File: src/rtl/mmc_card_tx_sched.sv
// mmc_card_tx_sched: write-direction block scheduler between the card data
// FIFO and the data-line transmit engine. Each block is held until the FIFO
// holds all of its words, then streamed to the engine, then the card's CRC
// status is awaited before the next block.
// Build option: define MMC_TX_SCHED_AUTO_FLUSH_EN to pulse fifo_flush_o on
// error entry and after an abort; otherwise fifo_flush_o stays 0.
module mmc_card_tx_sched #(
  parameter int TIMEOUT_W = 24,
  parameter int LEVEL_W   = 11
) (
  input  logic                 clk_i,
  input  logic                 rst_ni,
  input  logic                 start_i,
  input  logic                 abort_i,
  input  logic [15:0]          block_count_i,
  input  logic [7:0]           block_words_i,
  input  logic [TIMEOUT_W-1:0] timeout_i,
  input  logic [LEVEL_W-1:0]   fifo_level_i,
  input  logic                 fifo_valid_i,
  input  logic [31:0]          fifo_data_i,
  output logic                 fifo_pop_o,
  output logic                 fifo_flush_o,
  output logic                 tx_start_o,
  output logic [31:0]          tx_data_o,
  output logic                 tx_valid_o,
  input  logic                 tx_accept_i,
  input  logic                 tx_done_i,
  input  logic                 tx_crc_ok_i,
  output logic                 busy_o,
  output logic                 done_o,
  output logic                 error_o,
  output logic [1:0]           err_code_o,
  output logic [15:0]          blocks_done_o
);

`ifdef MMC_TX_SCHED_AUTO_FLUSH_EN
  localparam logic AUTO_FLUSH = 1'b1;
`else
  localparam logic AUTO_FLUSH = 1'b0;
`endif

  typedef enum logic [2:0] {
    S_IDLE        = 3'd0,
    S_WAIT_LEVEL  = 3'd1,
    S_START       = 3'd2,
    S_STREAM      = 3'd3,
    S_WAIT_STATUS = 3'd4,
    S_DONE        = 3'd5,
    S_ERROR       = 3'd6
  } state_t;

  state_t               state_q, state_d;
  logic [15:0]          blk_cnt_q, blk_cnt_d;
  logic [7:0]           words_q, words_d;
  logic [7:0]           word_cnt_q, word_cnt_d;
  logic [TIMEOUT_W-1:0] timeout_q, timeout_d;
  logic [TIMEOUT_W-1:0] tmo_cnt_q, tmo_cnt_d;
  logic [15:0]          blocks_done_q, blocks_done_d;
  logic                 error_q, error_d;
  logic [1:0]           err_code_q, err_code_d;
  logic                 busy_q, busy_d;
  logic                 done_q, done_d;
  logic                 tx_start_q, tx_start_d;
  logic                 flush_q, flush_d;

  logic                 stream_s;
  logic                 pop_s;
  logic                 level_ok_s;
  logic                 tmo_exp_s;
  logic                 abort_taken_s;
  logic [LEVEL_W-1:0]   words_need_s;

  // Streaming datapath is combinational so the engine sees the FIFO head directly.
  assign stream_s      = (state_q == S_STREAM);
  assign tx_valid_o    = stream_s & fifo_valid_i;
  assign tx_data_o     = stream_s ? fifo_data_i : 32'h0000_0000;
  assign pop_s         = tx_valid_o & tx_accept_i;
  assign fifo_pop_o    = pop_s;

  // A programmed word count of 0 stands for a full 256-word block.
  assign words_need_s  = (words_q == 8'd0) ? LEVEL_W'(256) : LEVEL_W'(words_q);
  assign level_ok_s    = (fifo_level_i >= words_need_s);
  // Expiry lands on the timeout_q-th cycle spent in a wait state; 0 disables it.
  assign tmo_exp_s     = (timeout_q != {TIMEOUT_W{1'b0}}) &&
                         (tmo_cnt_q == timeout_q - TIMEOUT_W'(1));
  assign abort_taken_s = abort_i & (state_q != S_IDLE);

  assign busy_o        = busy_q;
  assign done_o        = done_q;
  assign error_o       = error_q;
  assign err_code_o    = err_code_q;
  assign blocks_done_o = blocks_done_q;
  assign tx_start_o    = tx_start_q;
  assign fifo_flush_o  = flush_q;

  // Next-state, counter and registered-output computation.
  always_comb begin
    state_d       = state_q;
    blk_cnt_d     = blk_cnt_q;
    words_d       = words_q;
    word_cnt_d    = word_cnt_q;
    timeout_d     = timeout_q;
    tmo_cnt_d     = tmo_cnt_q;
    blocks_done_d = blocks_done_q;
    error_d       = error_q;
    err_code_d    = err_code_q;

    if (abort_taken_s) begin
      // Abort overrides every other event; counters and flags are left alone.
      state_d = S_IDLE;
    end else begin
      case (state_q)
        S_IDLE: begin
          if (start_i) begin
            blk_cnt_d     = block_count_i;
            words_d       = block_words_i;
            timeout_d     = timeout_i;
            tmo_cnt_d     = {TIMEOUT_W{1'b0}};
            blocks_done_d = 16'd0;
            error_d       = 1'b0;
            err_code_d    = 2'b00;
            state_d       = (block_count_i == 16'd0) ? S_DONE : S_WAIT_LEVEL;
          end else begin
            state_d = S_IDLE;
          end
        end
        S_WAIT_LEVEL: begin
          if (level_ok_s) begin
            state_d = S_START;
          end else if (tmo_exp_s) begin
            state_d    = S_ERROR;
            error_d    = 1'b1;
            err_code_d = 2'b01;
          end else begin
            tmo_cnt_d = tmo_cnt_q + TIMEOUT_W'(1);
          end
        end
        S_START: begin
          word_cnt_d = 8'd0;
          state_d    = S_STREAM;
        end
        S_STREAM: begin
          if (pop_s) begin
            word_cnt_d = word_cnt_q + 8'd1;
            // words_q - 1 wraps to 255 for a 256-word block.
            if (word_cnt_q == words_q - 8'd1) begin
              state_d   = S_WAIT_STATUS;
              tmo_cnt_d = {TIMEOUT_W{1'b0}};
            end else begin
              state_d = S_STREAM;
            end
          end else begin
            state_d = S_STREAM;
          end
        end
        S_WAIT_STATUS: begin
          if (tx_done_i) begin
            if (tx_crc_ok_i) begin
              blocks_done_d = blocks_done_q + 16'd1;
              if ((blocks_done_q + 16'd1) == blk_cnt_q) begin
                state_d = S_DONE;
              end else begin
                state_d   = S_WAIT_LEVEL;
                tmo_cnt_d = {TIMEOUT_W{1'b0}};
              end
            end else begin
              state_d    = S_ERROR;
              error_d    = 1'b1;
              err_code_d = 2'b11;
            end
          end else if (tmo_exp_s) begin
            state_d    = S_ERROR;
            error_d    = 1'b1;
            err_code_d = 2'b10;
          end else begin
            tmo_cnt_d = tmo_cnt_q + TIMEOUT_W'(1);
          end
        end
        S_DONE: begin
          state_d = S_IDLE;
        end
        S_ERROR: begin
          state_d = S_IDLE;
        end
        default: begin
          state_d = S_IDLE;
        end
      endcase
    end

    // Registered outputs are decoded from the state being entered.
    busy_d     = (state_d != S_IDLE);
    done_d     = (state_d == S_DONE);
    tx_start_d = (state_d == S_START);
    flush_d    = AUTO_FLUSH & (abort_taken_s | (state_d == S_ERROR));
  end

  // State and output registers with asynchronous active-low reset.
  always_ff @(posedge clk_i or negedge rst_ni) begin
    if (!rst_ni) begin
      state_q       <= S_IDLE;
      blk_cnt_q     <= 16'd0;
      words_q       <= 8'd0;
      word_cnt_q    <= 8'd0;
      timeout_q     <= {TIMEOUT_W{1'b0}};
      tmo_cnt_q     <= {TIMEOUT_W{1'b0}};
      blocks_done_q <= 16'd0;
      error_q       <= 1'b0;
      err_code_q    <= 2'b00;
      busy_q        <= 1'b0;
      done_q        <= 1'b0;
      tx_start_q    <= 1'b0;
      flush_q       <= 1'b0;
    end else begin
      state_q       <= state_d;
      blk_cnt_q     <= blk_cnt_d;
      words_q       <= words_d;
      word_cnt_q    <= word_cnt_d;
      timeout_q     <= timeout_d;
      tmo_cnt_q     <= tmo_cnt_d;
      blocks_done_q <= blocks_done_d;
      error_q       <= error_d;
      err_code_q    <= err_code_d;
      busy_q        <= busy_d;
      done_q        <= done_d;
      tx_start_q    <= tx_start_d;
      flush_q       <= flush_d;
    end
  end

endmodule
File: config.mk
export PLATFORM = sky130hd
export DESIGN_NAME = mmc_card_tx_sched
export DESIGN_NICKNAME = d
export VERILOG_FILES = /design/src/rtl/mmc_card_tx_sched.sv
export SDC_FILE = /design/constraint.sdc
export NUM_CORES = 1
export LEC_CHECK = 0
export ABC_AREA = 1
export CORE_MARGIN = 3
export CORE_UTILIZATION = 42
export DETAILED_ROUTE_END_ITERATION = 10
export PLACE_DENSITY = 0.75
export REMOVE_ABC_BUFFERS = 1
export SLEW_MARGIN = 20
export SYNTH_ARGS = -nofsm -noshare
export SYNTH_HDL_FRONTEND = slang
export SYNTH_SLANG_ARGS = --single-unit
File: constraint.sdc
create_clock -name clk_i -period 3.6 [get_ports clk_i]
set_clock_uncertainty 0.2 [all_clocks]
set_input_delay 0.9 -clock clk_i [delete_from_list [all_inputs] [get_ports clk_i]]
set_output_delay 0.9 -clock clk_i [all_outputs]
set_load 0.01 [all_outputs]
==> metrics.cfg <==
[grt]
grt_max_degree = 82
grt_pass1_vias = 7384
grt_antenna_before_repair = 0
gr-usage-all-layers_pct = 20.82
grt_remaining_overflow = 0
grt_pass1_wl_um = 34790

[setup_path]
cp_num_buf_inv = 3
cp_cell_sequence = clkdlybuf4s50_1 > inv_1 > nor3b_2 > clkdlybuf4s50_1
cpPeakStageDelay_ns = 0.61
critPathSlowestCell = clkdlybuf4s50_1
end_kind = primary output
cp-start-kind = primary input
cp.arrival_ns = 2.28
r2r-start = words_q[3]
startpoint = fifo_valid_i
required_ns = 2.50
cp_max_fo = 2
critPathTopFamily = buffers and inverters
critPathKind = primary input to primary output
cp_common_cell = clkdlybuf4s50_1

[synth]
ys_ff_latch = 105
synth.avg_cell_area_um2 = 6.603
yosys.area_share.adder_pct = 2.229
mappedNetlistArea_um2 = 7858
synth_top_family_by_area = simple AND/OR/NAND/NOR gates
synth-simple-area-share_pct = 41.23
synth_flop_cell = dfrtp_1
synth_top_cell_by_area = dfrtp_1
synth_area_leaders = dfrtp_1 (33%), nand2_1 (15%), nor2_1 (10%)
seq_area_frac_synth_pct = 33.44
netlist_instances = 1190
synth_top_cell_area_share_pct = 33.44
synth-xor-area-share_pct = 3.790
yosys_warnings = 0
synth-compound-area-share_pct = 6.990
synth_cell_types = 46
ys_async_sr_fraction_pct = 100.0
muxShareOfSynthArea_pct = 1.863
synth_edf_count = 0

[final_layout]
final_util_pct = 55.04
regArea_um2 = 2628
final_layout_size_suffix_gt1_share_pct = 7.852
instances_no_fill = 1579
multi_input_area_um2 = 4424
fill_cells = 1731
synthToLayoutAreaGrowth_pct = 27.12
layout.nets = 1458
diodes = 0

[sta]
setup_ws_ns = 0.2222
finalMaxSlewViolations = 0
max_freq_mhz = 296.1
grt_setup_unrepaired = no
period_needed_ns = 3.378
report.final.setup_viol = 0
relSlewSlack_pct = 60.55
hold_viol_final = 0
period_share_pct = 93.83
worstMarginPinSlew_ns = 0.5903

[pwr]
pwr-share-comb_pct = 47.9
p_leak_nw = 4.714
ir_drop_v = 0.0002600
switching_share_pct = 44.07
internal_power_mw = 3.059
power_frac_seq_pct = 33.8
power_density_nw_per_um2 = 547.6
total_power_mw = 5.470
pwr-share-clk_pct = 18.3
p_sw_mw = 2.411

[die]
start_util_pct = 43.30
dieArea_um2 = 20390
die_h_um = 142.8
num_rows = 49
die_w_um = 142.8
ioPinCount = 156
coreArea_um2 = 18150

[drt]
ant_nets = 0
drc = 0
vias = 7875
drtIter0Drc = 547
vias_per_cell = 4.987
post_drt_wl_per_cell_um = 13.28
wirelength_um = 20970
firstDrtPassIters = 5

[clocking]
insertion_delay_ns = 0.37
cts.htree.levels = 3
cts_tree = built
clock_path_buffers = 2
cts_sinks = 105
cts_buffers = 9
post-cts-setup-buffers = 0
root_buffer = clkbuf_16
path_clk_slew_ns = 0.07

[place]
port_buffers = 154
gp_congestion = 0.9085
dpl.cell_count = 1563
dp_hpwl_um = 16380
place_ws_ns = 0.03947

[flow_run]
cap_violations = 0

[worst_hold_path]
hold_path.class = primary input to asynchronous set/reset pin

[run_status]
status = complete, no violations

## stage by stage
step | setup TNS (ns) | hold WS, ns | area, µm²
floorplan | -12.17 | 0.2661 | 7752
global placement | 0 | 0.3002 | 9686
detailed placement | 0 | 0.3131 | 9686
CTS | 0 | 0.2403 | 9983
global route | 0 | 0.2531 | 9988
finish | 0 | 0.2336 | 9988
## cells in the mapped netlist, types with 2 or more instances
library cell  count
inv_2            11
nand2_2           7
o21ai_1           7
inv_1           179
nand3b_1          8
nand3_2          10
nand4_2           2
or2_2             2
xnor2_1          11
o22ai_1          15
dfrtp_1         105
nor3b_1           5
nand2_1         304
clkbuf_1         13
a21oi_2           3
o211ai_1          2
buf_4             3
xor2_1           16
o21ai_0          27
nor3_1           21
a21oi_1          42
nor2_2            9
xnor3_1           2
nor2_1          214
nand2_4           2
mux2_2           13
nand4_1          27
nand3_1          77
and2_1            4
buf_1             2
nor2_4           13
ha_1             14
nor4_1            7
## cells in the final DEF (no fill, tap or decap), types with 13 or more instances in the layout
| cell type | synthesis | routed |
|---|---|---|
| nand3_1 | 77 | 77 |
| clkdlybuf4s50_1 | 0 | 153 |
| nor2_1 | 214 | 214 |
| o21ai_0 | 27 | 27 |
| nand4_1 | 27 | 27 |
| nor3_1 | 21 | 20 |
| dfrtp_1 | 105 | 105 |
| inv_1 | 179 | 179 |
| o22ai_1 | 15 | 15 |
| mux2_2 | 13 | 13 |
| nor2_4 | 13 | 13 |
| ha_1 | 14 | 14 |
| xor2_1 | 16 | 16 |
| a21oi_1 | 42 | 42 |
| nand2_1 | 304 | 303 |
## sequential cells by signal, summed over array words and instances, names as in the netlist, 2 cells and up
name,flops
timeout_q,24
blk_cnt_q,16
blocks_done_o,16
word_cnt_q,8
words_q,8
tmo_cnt_q,24
state_q,3
err_code_o,2
## repair_timing
| action | 4_1_cts | 5_1_grt |
|---|---|---|
| hold buffers | 0 | 0 |
| setup endpoints to repair | 0 | 20 |
| gates resized for setup | 0 | 1 |
## layout make-up
type | instances | area share [%]
Tap cell | 229 | 2.869
Inverter | 190 | 7.140
Timing Repair Buffer | 164 | 16.41
Clock inverter | 6 | 0.5888
Multi-Input combinational cell | 875 | 44.29
Sequential cell | 105 | 26.31
Clock buffer | 10 | 2.393
## kinds of logic (layout without fill, tap and decap cells)
family / Yosys count / after routing
compound gates: 100 / 100
xor+xnor: 30 / 30
fa+ha+maj: 14 / 14
buf+inv: 210 / 370
flops: 105 / 105
mux: 13 / 13
other cells: 1 / 1
simple gates: 717 / 717
## per-layer routing
metal | track usage [%] | wire length, µm
met1 | 27.31 | 9298
met2 | 34.77 | 10040
met3 | 4.689 | 1242
met4 | 5.653 | 391
met5 | 0 | 0
## path summary, 6_finish.rpt
| check | to | slack, ns | cells past startpoint |
|---|---|---|---|
| min in group clk_i | blk_cnt_q[0] | 0.33 | 1 |
| min reg2reg | blk_cnt_q[0] | 0.33 | 1 |
| min | timeout_q[3] | 0.23 | 1 |
| max in group asynchronous | tmo_cnt_q[0] | 2.25 | 2 |
| max reg2reg | tmo_cnt_q[10] | 0.34 | 16 |
| max | fifo_pop_o | 0.22 | 4 |
## power by group through the flow
| stage | Combinational, mW | Sequential, mW | Clock, mW |
|---|---|---|---|
| floorplan | 1.84 | 1.77 | 0 |
| CTS | 2.63 | 1.85 | 1.03 |
| detailed placement | 2.61 | 1.86 | 0 |
| global route | 2.98 | 1.91 | 1.08 |
| global placement | 2.56 | 1.85 | 0 |
| finish | 2.62 | 1.85 | 1.00 |
Power figures use the tool's default switching activity.
